===== config.mk =====
export PLATFORM = sky130hd
export DESIGN_NAME = fp32_to_int32_seq
export DESIGN_NICKNAME = d
export VERILOG_FILES = /design/src/rtl/fp32_to_int32_seq.sv
export SDC_FILE = /design/constraint.sdc
export NUM_CORES = 1
export LEC_CHECK = 0
export BUFFER_PORTS_ARGS = -buffer_cell sky130_fd_sc_hd__buf_4
export CORE_MARGIN = 2
export CORE_UTILIZATION = 40
export CTS_CLUSTER_DIAMETER = 60
export DETAILED_ROUTE_END_ITERATION = 10
export SYNTH_ARGS = -nofsm -noshare
export SYNTH_HDL_FRONTEND = slang
export SYNTH_SLANG_ARGS = --single-unit
export TNS_END_PERCENT = 50

===== constraint.sdc =====
create_clock -name clk -period 2.91 [get_ports clk]
set_input_delay 0.582 -clock clk [delete_from_list [all_inputs] [get_ports clk]]
set_output_delay 0.582 -clock clk [all_outputs]
set_load 0.005 [all_outputs]

===== src/rtl/fp32_to_int32_seq.sv =====
// fp32_to_int32_seq: multi-cycle FP32 -> signed int32 converter with valid/ready handshakes.
// Unpacks the operand, aligns the 24-bit significand with an iterative right shifter
// (SHIFT_STEP bits per cycle), then rounds, applies the sign and holds the result until taken.
// Out-of-range, NaN and Inf inputs saturate and raise out_invalid; discarded fraction bits
// raise out_inexact.
// Optional build macro: FP2INT_ROUND_NEAREST_EN selects round-to-nearest-even; when it is
// undefined the magnitude is truncated toward zero.
module fp32_to_int32_seq #(
  parameter int unsigned SHIFT_STEP = 1
) (
  input  logic        clk,
  input  logic        rst,
  input  logic        in_valid,
  output logic        in_ready,
  input  logic [31:0] in_data,
  output logic        out_valid,
  input  logic        out_ready,
  output logic [31:0] out_data,
  output logic        out_invalid,
  output logic        out_inexact
);

  localparam logic [4:0] StepW = 5'(SHIFT_STEP);

  typedef enum logic [1:0] {StIdle, StAlign, StFinish, StDone} state_e;

  state_e      state_q, state_d;
  logic        sign_q, sign_d;
  logic [31:0] mag_q, mag_d;
  logic        guard_q, guard_d;
  logic        sticky_q, sticky_d;
  logic [4:0]  rem_q, rem_d;
  logic        spec_q, spec_d;
  logic [31:0] spec_val_q, spec_val_d;
  logic        spec_inv_q, spec_inv_d;
  logic [31:0] res_q, res_d;
  logic        inv_q, inv_d;
  logic        inex_q, inex_d;

  logic        accept;
  logic [7:0]  exp_w;
  logic [23:0] sig_w;
  logic        dec_spec, dec_inv, dec_sticky;
  logic [31:0] dec_val, dec_mag;
  logic [4:0]  dec_rem;
  logic [4:0]  amt;
  logic [31:0] sh_mag;
  logic        sh_guard, sh_sticky;
  logic        inc;
  logic [31:0] rnd_mag;

  assign accept = (state_q == StIdle) && in_valid;
  assign exp_w  = in_data[30:23];
  assign sig_w  = {1'b1, in_data[22:0]};

  // Classify the incoming operand and prepare the initial alignment state.
  always_comb begin
    dec_spec   = 1'b0;
    dec_inv    = 1'b0;
    dec_val    = 32'h0;
    dec_mag    = 32'h0;
    dec_sticky = 1'b0;
    dec_rem    = 5'd0;
    if (exp_w == 8'd255) begin
      dec_spec = 1'b1;
      dec_inv  = 1'b1;
      // NaN always maps to the positive limit regardless of sign.
      dec_val  = (in_data[31] && (in_data[22:0] == 23'h0)) ? 32'h8000_0000 : 32'h7FFF_FFFF;
    end else if (exp_w >= 8'd158) begin
      dec_spec = 1'b1;
      if (in_data == 32'hCF00_0000) begin
        // -2^31 is exactly representable.
        dec_val = 32'h8000_0000;
      end else begin
        dec_inv = 1'b1;
        dec_val = in_data[31] ? 32'h8000_0000 : 32'h7FFF_FFFF;
      end
    end else if (exp_w < 8'd126) begin
      dec_sticky = (in_data[30:0] != 31'h0);
    end else if (exp_w >= 8'd150) begin
      dec_mag = {8'h0, sig_w} << (exp_w - 8'd150);
    end else begin
      dec_mag = {8'h0, sig_w};
      dec_rem = 5'(8'd150 - exp_w);
    end
  end

  // One ALIGN step: shift right by min(SHIFT_STEP, remaining), folding lost bits into guard/sticky.
  always_comb begin
    amt       = (rem_q < StepW) ? rem_q : StepW;
    sh_mag    = mag_q;
    sh_guard  = guard_q;
    sh_sticky = sticky_q;
    for (int i = 0; i < SHIFT_STEP; i++) begin
      if (5'(i) < amt) begin
        sh_sticky = sh_sticky | sh_guard;
        sh_guard  = sh_mag[0];
        sh_mag    = sh_mag >> 1;
      end
    end
  end

  // Rounding increment; the magnitude stays below 2^31 so the add cannot overflow.
  always_comb begin
`ifdef FP2INT_ROUND_NEAREST_EN
    inc = guard_q & (sticky_q | mag_q[0]);
`else
    inc = 1'b0;
`endif
    rnd_mag = mag_q + {31'h0, inc};
  end

  // State register.
  always_ff @(posedge clk) begin
    if (rst) state_q <= StIdle;
    else     state_q <= state_d;
  end

  // Next-state logic.
  always_comb begin
    state_d = state_q;
    unique case (state_q)
      StIdle:   if (in_valid) state_d = (dec_rem != 5'd0) ? StAlign : StFinish;
      StAlign:  if (rem_q == amt) state_d = StFinish;
      StFinish: state_d = StDone;
      StDone:   if (out_ready) state_d = StIdle;
      default:  state_d = StIdle;
    endcase
  end

  // Handshake outputs decoded from state.
  always_comb begin
    in_ready  = 1'b0;
    out_valid = 1'b0;
    unique case (state_q)
      StIdle:  in_ready  = 1'b1;
      StDone:  out_valid = 1'b1;
      default: ;
    endcase
  end

  // Datapath next-state: load on accept, shift in ALIGN, round/negate in FINISH.
  always_comb begin
    sign_d     = sign_q;
    mag_d      = mag_q;
    guard_d    = guard_q;
    sticky_d   = sticky_q;
    rem_d      = rem_q;
    spec_d     = spec_q;
    spec_val_d = spec_val_q;
    spec_inv_d = spec_inv_q;
    res_d      = res_q;
    inv_d      = inv_q;
    inex_d     = inex_q;
    if (accept) begin
      sign_d     = in_data[31];
      mag_d      = dec_mag;
      guard_d    = 1'b0;
      sticky_d   = dec_sticky;
      rem_d      = dec_rem;
      spec_d     = dec_spec;
      spec_val_d = dec_val;
      spec_inv_d = dec_inv;
    end else if (state_q == StAlign) begin
      mag_d    = sh_mag;
      guard_d  = sh_guard;
      sticky_d = sh_sticky;
      rem_d    = rem_q - amt;
    end else if (state_q == StFinish) begin
      if (spec_q) begin
        res_d  = spec_val_q;
        inv_d  = spec_inv_q;
        inex_d = 1'b0;
      end else begin
        res_d  = sign_q ? (32'h0 - rnd_mag) : rnd_mag;
        inv_d  = 1'b0;
        inex_d = guard_q | sticky_q;
      end
    end
  end

  // Datapath registers.
  always_ff @(posedge clk) begin
    if (rst) begin
      sign_q     <= 1'b0;
      mag_q      <= 32'h0;
      guard_q    <= 1'b0;
      sticky_q   <= 1'b0;
      rem_q      <= 5'd0;
      spec_q     <= 1'b0;
      spec_val_q <= 32'h0;
      spec_inv_q <= 1'b0;
      res_q      <= 32'h0;
      inv_q      <= 1'b0;
      inex_q     <= 1'b0;
    end else begin
      sign_q     <= sign_d;
      mag_q      <= mag_d;
      guard_q    <= guard_d;
      sticky_q   <= sticky_d;
      rem_q      <= rem_d;
      spec_q     <= spec_d;
      spec_val_q <= spec_val_d;
      spec_inv_q <= spec_inv_d;
      res_q      <= res_d;
      inv_q      <= inv_d;
      inex_q     <= inex_d;
    end
  end

  assign out_data    = res_q;
  assign out_invalid = inv_q;
  assign out_inexact = inex_q;

endmodule

==> impl_metrics.tcl <==
set metrics [dict create \
    synth_top_area_share_pct 25.3 \
    vias 6403 \
    clock_skew_ns 0.00531 \
    stdcell_area_um2 7690 \
    slew_headroom_pct 43.8 \
    max_freq_mhz 399 \
    syn-mean-instance-area_um2 8.02 \
    r2r_slack_ns 0.58 \
    netlist_area_um2 6330 \
    syn_to_final_growth_pct 21.4 \
    synth_edf_count 0 \
    r2r-start "mag_q[11]$_SDFFE_PP0P_" \
    rows 45 \
    cts_hold_buffers 0 \
    grt_pass1_wl_mm 33.3 \
    setup_slack_ns 0.406 \
    outcome "finished clean" \
    startpoint_type "input pin" \
    port_buffers 71 \
    yosysMostFrequentCell "nor2_1" \
    ff2ff_path_depth 6 \
    wl_mm 21.0 \
    fp.dieH_um 130 \
    pwr-share-seq_pct 30.4 \
    wire_per_inst_um 19.3 \
    clkSlewWorstSetupHoldPaths_ns 0.06 \
    rsz0062_at_grt "false" \
    finalCriticalPeriod_ns 2.50 \
    die-area_um2 16800 \
    max_cap_viol_count 0 \
    worstHoldPathCells 2 \
    min_period_over_period_pct 86.0 \
    ys_seq_area_share_pct 25.3 \
    htreeDepth 3 \
    yosysWarnings 0 \
    cts-root-buf "clkbuf_16" \
    hp-class "reg -> reg" \
    synthTopCellsByCount "84 x nor2_1, 81 x nand2_1, 80 x dfxtp_1" \
    slew_violations 0 \
    clk_path_buf_depth 2 \
    chipWidth_um 130 \
    cp_max_fo 11 \
    syn_inst 789 \
    diodes 0 \
    synth_seq_cells 80 \
    sw_frac_of_total_pct 40.0 \
    drc 0 \
    dp_cells 1069 \
    hold_end "out_data[18]$_SDFFE_PP0P_" \
    drtIter0Drc 537 \
    async_flop_share_pct 0 \
    setup_viol 0 \
    pwr-share-clk_pct 22.7 \
    setup-tns-final_ns 0 \
    clkLatencyLatePin_ns 0.34 \
    final_cells 1085 \
    tightest_slew_ns 0.840 \
    syn-num-nets 836 \
    path_class "in -> reg" \
    ant_nets 0 \
    internal-power_mw 3.05 \
    core_um2 15300 \
    place_congestion 0.914 \
    cts_tree "yes" \
    p_comb_share_pct 46.9 \
    grt_pass1_vias 5951 \
    drive_gt1_share_pct 24.3 \
    cts_buffers 9 \
    yosysUniqueCellTypes 74 \
    peakVddDrop_mv 0.288 \
    p_sw_mw 2.03 \
    vias_per_cell 5.90 \
    first_pass_iters 7 \
    grt_util_all_layers_pct 25.5 \
    power.density_nw_per_um2 662 \
    nets 916 \
    cp_data_arrival_time_ns 2.72 \
    clock-sinks 80 \
    synth_area_leaders "dfxtp_1 25%, mux4_2 8.9%, o21ai_0 5.4%, nor2_1 5.0%, nand2_1 4.8%" \
    min-delay-start "out_data[18]$_SDFFE_PP0P_" \
    ys.flop_type "dfxtp_1" \
    initial_utilization_pct 41.3 \
    critPathRequiredTime_ns 3.12 \
    synth_largest_area_cell "dfxtp_1" \
    grt.overflow.total 0 \
    grt_max_degree 45 \
    reg2reg_to "out_data[21]$_SDFFE_PP0P_" \
    post_dp_cell_area_um2 7380 \
    dp_hpwl_mm 16.3 \
    antenna_found_initial 0 \
    ios 72 \
    post_cts_buffers 0 \
    p_leak_nw 3.02 \
    timing_hold_violations_final 0 \
    cts_resized 0 \
    pre_cts_ws_ns 0.0565 \
    end_kind "register" \
]
critical path, cell delays in order:
cell and delay, ns:
buf_4 0.15, inv_1 0.07, ha_1 0.32, buf_12 0.15
mux4_2 0.53, mux2_2 0.31, nand3_1 0.09, o22ai_1 0.07
o21ai_0 0.30, a211oi_1 0.12
flip-flops by register name (all words and copies together) (netlist names), 2 cells and up:
name and count:
rem_q 5, mag_q 32, out_data 32, spec_val_q 2, state_q 2
per-stage QoR:
step,util [%],power [mW],hold WS [ns]
3_5_place_dp,48.2,3.94,0.447
5_1_grt,50.2,5.45,0.476
2_1_floorplan,-,3.09,0.449
3_3_place_gp,48.2,3.89,0.437
4_1_cts,50.2,5.10,0.461
6_report,50.2,5.09,0.457
power by group through the flow:
stage / Clock (mW) / Combinational (mW) / Sequential [mW]
2_1_floorplan: 0 / 1.59 / 1.50
3_3_place_gp: 0 / 2.34 / 1.55
3_5_place_dp: 0 / 2.37 / 1.57
4_1_cts: 1.17 / 2.38 / 1.55
5_1_grt: 1.22 / 2.64 / 1.58
6_report: 1.16 / 2.38 / 1.55
final cells by class:
type / count / area [um^2]
clock buffer: 11 / 253
clock inverter: 5 / 55.1
fill: 1499 / 7630
inverter: 17 / 63.8
multi-input combinational: 628 / 4390
sequential: 80 / 1600
tap: 211 / 264
timing repair buffer: 133 / 1060
how the worst max path moves through the flow:
stage / start / endpoint / slack [ns] / cells past startpoint
global placement: in_data[24] / mag_q[18]$_SDFFE_PP0P_ / 0.06 / 10
floorplan: in_data[23] / mag_q[11]$_SDFFE_PP0P_ / 0.02 / 12
detailed placement: in_data[24] / mag_q[18]$_SDFFE_PP0P_ / 0.06 / 10
global route: in_data[24] / mag_q[18]$_SDFFE_PP0P_ / 0.30 / 10
CTS: in_data[24] / mag_q[18]$_SDFFE_PP0P_ / 0.41 / 10
finish: in_data[24] / mag_q[18]$_SDFFE_PP0P_ / 0.41 / 10
layout by cell type (no fill, tap or decap), drive strengths merged, types with 13 or more instances in the layout:
| cell | netlist | layout |
|---|---|---|
| buf | 22 | 133 |
| nor2 | 84 | 84 |
| nand2 | 82 | 82 |
| dfxtp | 80 | 80 |
| o21ai | 74 | 74 |
| a21oi | 45 | 45 |
| xor2 | 26 | 26 |
| mux4 | 25 | 25 |
| mux2i | 24 | 24 |
| nor3 | 18 | 18 |
| inv | 17 | 17 |
| o211ai | 16 | 16 |
| a211oi | 16 | 16 |
| nor4 | 14 | 14 |
| nand2b | 13 | 13 |
layer usage:
metal,track usage [%],wire (um)
met5,0,0
met4,6.45,289
met3,2.34,1500
met2,41.3,9680
met1,36.5,9500
logic make-up (layout without fill, tap and decap cells):
family	count (synthesis)	in the layout	synth area share (%)
buf+inv	81	166	5.44
compound gates	242	242	25.8
mux	60	60	14.6
xor+xnor	38	38	5.26
flops	80	80	25.3
simple gates	277	277	21.4
fa+ha+maj	11	11	2.17
(Power assumes the default switching activity.)
